**src/rtl/cpu_pipe_pkg.sv**
```systemverilog
// ---------------------------------------------------------------------------
// cpu_pipe_pkg
// Shared types and constants for the CPU pipeline stages.
//   DEF_DW / DEF_RW : default data width and register-number width
//   wb_entry_t      : layout of one MEM/WB entry at the default widths
//   state_t         : skid-stage occupancy, encoded as {main.valid, skid.valid}
//   entry_width()   : flat bit width of an entry for arbitrary DW/RW
// ---------------------------------------------------------------------------
package cpu_pipe_pkg;

    localparam int DEF_DW = 32;
    localparam int DEF_RW = 5;

    // Field order matches the flat packing used by memwb_skid_stage.
    typedef struct packed {
        logic              wreg;
        logic              m2reg;
        logic [DEF_DW-1:0] alu;
        logic [DEF_DW-1:0] mo;
        logic [DEF_DW-1:0] wdata;
        logic [DEF_RW-1:0] rn;
    } wb_entry_t;

    // The encoding is the pair of valid bits itself, so the state costs no
    // extra flops.
    typedef enum logic [1:0] {
        ST_EMPTY = 2'b00,
        ST_BUSY  = 2'b10,
        ST_FULL  = 2'b11
    } state_t;

    function automatic int entry_width(input int dw, input int rw);
        return 2 + 3 * dw + rw;
    endfunction

endpackage

```
**src/rtl/wb_entry_reg.sv**
```systemverilog
// ---------------------------------------------------------------------------
// wb_entry_reg
// One pipeline entry: a W-bit payload plus a valid bit.
//   clk, clrn : clock (rising edge), asynchronous active-low reset
//   load      : capture d and set valid (wins over clear)
//   clear     : drop valid; payload is kept as-is
//   d         : payload to capture
//   valid, q  : registered valid bit and payload (both 0 after reset)
// ---------------------------------------------------------------------------
module wb_entry_reg #(
    parameter int W = 8
) (
    input  logic         clk,
    input  logic         clrn,
    input  logic         load,
    input  logic         clear,
    input  logic [W-1:0] d,
    output logic         valid,
    output logic [W-1:0] q
);

    always_ff @(posedge clk or negedge clrn) begin
        if (!clrn) begin
            valid <= 1'b0;
            q     <= '0;
        end else if (load) begin
            valid <= 1'b1;
            q     <= d;
        end else if (clear) begin
            valid <= 1'b0;
        end
    end

endmodule

```
**src/rtl/memwb_skid_stage.sv**
```systemverilog
// ---------------------------------------------------------------------------
// memwb_skid_stage
// MEM/WB pipeline register with a valid/ready handshake and a 2-entry skid
// buffer, synchronous flush and write-back data pre-selection.
//
// Handshake: a transfer happens on a rising edge where valid and ready are
// both 1. in_ready is registered (no combinational path from out_ready), and
// in_valid/out_valid never depend on the same-cycle ready of their partner.
//
// Ports:
//   clk, clrn        : clock (rising edge), asynchronous active-low reset
//   flush            : synchronous; drops held entries and the current input
//   in_valid/in_ready: MEM-side handshake
//   in_wreg, in_m2reg, in_alu, in_mo, in_rn : MEM-side entry fields
//   out_valid/out_ready: WB-side handshake
//   out_wreg, out_m2reg, out_alu, out_mo, out_wdata, out_rn : WB-side entry
//   dbg_state        : current occupancy (cpu_pipe_pkg::state_t encoding)
//   fwd_hit, fwd_rn, fwd_data : ID-stage bypass, only when MEMWB_FWD_EN is
//                      defined
// ---------------------------------------------------------------------------
module memwb_skid_stage
    import cpu_pipe_pkg::*;
#(
    parameter int DW        = DEF_DW,
    parameter int RW        = DEF_RW,
    parameter bit ZERO_SKIP = 1'b1
) (
    input  logic          clk,
    input  logic          clrn,
    input  logic          flush,
    input  logic          in_valid,
    output logic          in_ready,
    input  logic          in_wreg,
    input  logic          in_m2reg,
    input  logic [DW-1:0] in_alu,
    input  logic [DW-1:0] in_mo,
    input  logic [RW-1:0] in_rn,
    output logic          out_valid,
    input  logic          out_ready,
    output logic          out_wreg,
    output logic          out_m2reg,
    output logic [DW-1:0] out_alu,
    output logic [DW-1:0] out_mo,
    output logic [DW-1:0] out_wdata,
    output logic [RW-1:0] out_rn,
    output logic [1:0]    dbg_state
`ifdef MEMWB_FWD_EN
    ,
    output logic          fwd_hit,
    output logic [RW-1:0] fwd_rn,
    output logic [DW-1:0] fwd_data
`endif
);

    localparam int EW = entry_width(DW, RW);

    logic [EW-1:0] in_pack;
    logic [EW-1:0] main_d;
    logic [EW-1:0] main_q;
    logic [EW-1:0] skid_q;
    logic          main_v;
    logic          skid_v;
    logic          main_load;
    logic          main_clear;
    logic          main_from_skid;
    logic          skid_load;
    logic          skid_clear;
    logic          main_wreg;
    logic          cap_wreg;
    logic [DW-1:0] cap_wdata;
    logic          rdy_q;
    logic          accept;
    logic          pop;
    state_t        state;
    state_t        next_state;

    // Capture-time decode: register-0 writes become bubbles-for-the-regfile,
    // and the write-back mux is resolved here so WB sees a single data bus.
    assign cap_wreg  = in_wreg & ~(ZERO_SKIP & (in_rn == '0));
    assign cap_wdata = in_m2reg ? in_mo : in_alu;
    assign in_pack   = {cap_wreg, in_m2reg, in_alu, in_mo, cap_wdata, in_rn};

    assign state  = state_t'({main_v, skid_v});
    assign accept = in_valid & rdy_q & ~flush;
    assign pop    = main_v & out_ready;

    always_comb begin
        next_state     = state;
        main_load      = 1'b0;
        main_clear     = 1'b0;
        main_from_skid = 1'b0;
        skid_load      = 1'b0;
        skid_clear     = 1'b0;
        case (state)
            ST_EMPTY: begin
                if (accept) begin
                    main_load  = 1'b1;
                    next_state = ST_BUSY;
                end
            end
            ST_BUSY: begin
                if (accept && pop) begin
                    main_load  = 1'b1;
                end else if (accept) begin
                    skid_load  = 1'b1;
                    next_state = ST_FULL;
                end else if (pop) begin
                    main_clear = 1'b1;
                    next_state = ST_EMPTY;
                end
            end
            ST_FULL: begin
                // in_ready is 0 here, so only the pop can move us.
                if (pop) begin
                    main_load      = 1'b1;
                    main_from_skid = 1'b1;
                    skid_clear     = 1'b1;
                    next_state     = ST_BUSY;
                end
            end
            default: begin
                // Skid valid without main valid cannot arise; recover to empty.
                main_clear = 1'b1;
                skid_clear = 1'b1;
                next_state = ST_EMPTY;
            end
        endcase
        // Flush overrides everything: valid bits drop, payloads stay put.
        // A pop in the same cycle has already been seen by WB.
        if (flush) begin
            main_load  = 1'b0;
            skid_load  = 1'b0;
            main_clear = 1'b1;
            skid_clear = 1'b1;
            next_state = ST_EMPTY;
        end
    end

    assign main_d = main_from_skid ? skid_q : in_pack;

    // Ready is registered from the next state so WB stalls never reach MEM
    // combinationally; the skid entry absorbs the one beat in flight.
    always_ff @(posedge clk or negedge clrn) begin
        if (!clrn) begin
            rdy_q <= 1'b1;
        end else begin
            rdy_q <= (next_state != ST_FULL);
        end
    end

    wb_entry_reg #(.W(EW)) u_main (
        .clk   (clk),
        .clrn  (clrn),
        .load  (main_load),
        .clear (main_clear),
        .d     (main_d),
        .valid (main_v),
        .q     (main_q)
    );

    wb_entry_reg #(.W(EW)) u_skid (
        .clk   (clk),
        .clrn  (clrn),
        .load  (skid_load),
        .clear (skid_clear),
        .d     (in_pack),
        .valid (skid_v),
        .q     (skid_q)
    );

    assign {main_wreg, out_m2reg, out_alu, out_mo, out_wdata, out_rn} = main_q;

    assign in_ready  = rdy_q;
    assign out_valid = main_v;
    assign out_wreg  = main_wreg & main_v;
    assign dbg_state = state;

`ifdef MEMWB_FWD_EN
    assign fwd_hit  = main_v & main_wreg;
    assign fwd_rn   = out_rn;
    assign fwd_data = out_wdata;
`endif

endmodule

```
**config.mk**
```make
export PLATFORM = sky130hd
export DESIGN_NAME = memwb_skid_stage
export DESIGN_NICKNAME = d
export VERILOG_FILES = /design/src/rtl/cpu_pipe_pkg.sv /design/src/rtl/wb_entry_reg.sv /design/src/rtl/memwb_skid_stage.sv
export SDC_FILE = /design/constraint.sdc
export NUM_CORES = 1
export LEC_CHECK = 0
export CAP_MARGIN = 30
export CELL_PAD_IN_SITES_DETAIL_PLACEMENT = 2
export CELL_PAD_IN_SITES_GLOBAL_PLACEMENT = 2
export CORE_UTILIZATION = 36
export DETAILED_ROUTE_END_ITERATION = 10
export PLACE_DENSITY_LB_ADDON = 0.1
export SYNTH_ARGS = -nofsm -noshare
export SYNTH_HDL_FRONTEND = slang
export SYNTH_SLANG_ARGS = --single-unit
```
**constraint.sdc**
```tcl
create_clock -name clk -period 3.63 [get_ports clk]
set_clock_uncertainty 0.2 [all_clocks]
set_input_delay 0.5445 -clock clk [delete_from_list [all_inputs] [get_ports clk]]
set_output_delay 0.5445 -clock clk [all_outputs]
set_load 0.01 [all_outputs]
```
==> impl_metrics.toml <==
[cts]
cts_tree = "done"
cts_sinks = 209
cts_buffer_depth = 3
cts_resized = 0
insertion_delay_ps = 510
cts_setup_buffers = 0
numCtsBuffers = 25
path_clk_slew_ps = 60
cts-htree-levels = 1
cts_root_buffer = "clkbuf_16"

[logic_synthesis]
synth_area_per_cell_sq_um = 10.5
syn_inst = 966
yosys_most_used_dff = "dfrtp_1"
ys_seq_area_share_pct = 51.6
yosys.area.top_type = "dfrtp_1"
synth_cell_types = 31
synthTopCellsByArea = "dfrtp_1 (51%), mux2_2 (8.2%), buf_4 (7.9%)"
synth_fp_nets = 1047
synth-seq-cells = 209
async_flop_share_pct = 100
synth_area_sq_mm = 0.0101
synth_top_area_share_pct = 51.4
synth_edf_count = 0
yosys_warnings = 0

[die]
rows = 61
start_util_pct = 36.6
io_pins = 183
fp.dieArea_sq_mm = 0.0288
fp.dieW_microns = 170
fp.dieH_microns = 170
design.core.area_sq_mm = 0.0277

[sta]
rsz0062_at_grt = "false"
drv_slew = 0
min_period_ps = 2630
setup_viol = 0
maxSlewHeadroom_pct = 43.8
finalHoldViolCount = 0
tns_ps = 0
tightest_slew_ps = 842
min_period_over_period_pct = 72.5
fmax_mhz = 380

[pwr]
intPower_mw = 5.93
power_frac_clock_pct = 28.9
swShare_pct = 29.0
switching_power_mw = 2.42
power.leakage_nw = 5.18
power_frac_comb_pct = 26.3
p_total_mw = 8.36
pwr-share-seq_pct = 44.8
ir_worst_vdd_mv = 0.274
powerDensity_mw_per_mm2 = 673

[finish]
area_delta_synth_final_pct = 22.6
most-common-layout-cells = "nand2_1 (208), dfrtp_1 (208), clkdlybuf4s50_1 (180)"
final_nets = 1100
drive_gt1_share_pct = 13.2
final_cells = 1414

[worst_setup_path]
crit_type = "reg -> out"
max_stage_delay_ps = 620
crit_buf_inv = 1
cpLargestDelayFamily = "flip-flops"
crit_slowest_cell = "dfrtp_1"
path_cells = "and2_1, clkdlybuf4s50_1"
start_kind = "register"
cp.required_ps = 2890
cp.arrival_ps = 1890
endpoint_kind = "output pin"
critical_path.max_fanout = 11

[flow_run]
maxCapViolations = 0

[grt]
antenna_found_initial = 2
grt_pass1_vias = 8192
grt_first_pass_wirelength_microns = 45900
track_usage_pct = 20.2
overflow = 0
grt_start_max_net_pins = 91

[outcome]
outcome = "finished clean"

[route]
drtIter0Drc = 393
viasPerCell = 5.21
drc_errors = 0
antenna_left = 0
routed_wl_microns = 28500
wl_per_cell_microns = 20.1
first_pass_iters = 4
vias = 7371

[placed_design]
place_inst = 1369
io_buffers = 182
gp_congestion = 0.747
hpwl_microns = 18000

[hold_path]
min-delay-path-class = "reg -> reg"
-- per-layer routing --
metal	part of all wire [%]	track usage, %	up-vias
met4	2.0	5.41	0
met2	48	33.4	145
met5	0	0	-
met1	46	27.4	3803
li1	-	-	3388
met3	4.3	3.13	35
-- cell families (layout without fill, tap and decap cells) --
logic type | after synthesis | count (layout) | share of synthesized area [%]
buffers and inverters | 180 | 248 | 11.2
DFF | 209 | 209 | 51.6
other | 0 | 2 | 0
and+or+nand+nor | 219 | 219 | 8.34
muxes | 135 | 135 | 14.6
AOI/OAI and AO/OA | 218 | 218 | 13.6
adders and majority gates | 5 | 5 | 0.618
-- worst register-to-register path: stages (launching register included) --
cell	delay (ps)
dfrtp_1	620
inv_1	170
ha_1	260
nor2_4	120
buf_4	680
a21oi_1	210
a41oi_1	240
-- final cells by class --
| cell class | instances | area [sq um] |
|---|---|---|
| repair buffers | 203 | 2120 |
| clock inverters | 3 | 43.8 |
| multi-input cells | 577 | 3810 |
| diodes | 2 | 5.00 |
| clock buffers | 39 | 728 |
| well taps | 378 | 473 |
| fillers | 2830 | 15300 |
| inverters | 3 | 11.3 |
| flip-flops and latches | 209 | 5230 |
-- flip-flops by register name (all words and copies together), names as in the netlist --
register and flops:
u_main.q 103, u_main.valid 1, u_skid.valid 1, u_skid.q 103, in_ready 1
-- per-stage QoR --
stage / setup WS, ps / utilization, % / hold WS (ps) / instance area [sq um]
after detailed placement: 819 / 42.0 / 275 / 11600
final: 999 / 44.8 / 284 / 12400
after global routing: 809 / 44.8 / 315 / 12400
after CTS: 939 / 44.8 / 287 / 12400
after floorplan: 1490 / - / 48.9 / 10100
after global placement: 893 / 42.0 / 262 / 11600
-- power groups by stage --
stage / Combinational (mW) / Sequential, mW / Clock [mW]
after global routing: 2.42 / 3.86 / 2.57
after CTS: 2.25 / 3.76 / 2.48
after floorplan: 1.63 / 3.58 / 0
after global placement: 2.14 / 3.74 / 0
after detailed placement: 2.23 / 3.78 / 0
final: 2.20 / 3.74 / 2.41
-- repair_timing --
action                                  4_1_cts  5_1_grt
endpoints found under the setup margin        0        0
endpoints found under the hold margin        87        0
hold buffers                                  1        0
-- cell usage after synthesis, types with 2 or more instances --
library cell,count
a21oi_1,72
a41oi_1,70
buf_1,4
buf_2,32
buf_4,106
buf_6,3
clkbuf_1,32
dfrtp_1,208
ha_1,5
inv_1,3
mux2_1,29
mux2_2,74
mux2i_1,32
nand2_1,208
nand3_1,2
nor2_1,3
o211ai_1,3
o21ai_0,67
-- worst paths after layout --
check | start | end | slack [ps] | cells after the start
max | u_main.valid | out_wreg | 1000 | 2
min | u_skid.q[20] | u_skid.q[20] | 280 | 2
max reg2reg | u_main.valid | u_main.q[81] | 1030 | 6
min reg2reg | u_skid.q[20] | u_skid.q[20] | 280 | 2
max in group asynchronous | clrn | u_main.q[95] | 1950 | 3
min in group asynchronous | clrn | u_main.q[17] | 420 | 2
Note: power is estimated with default switching activity, not from simulation.
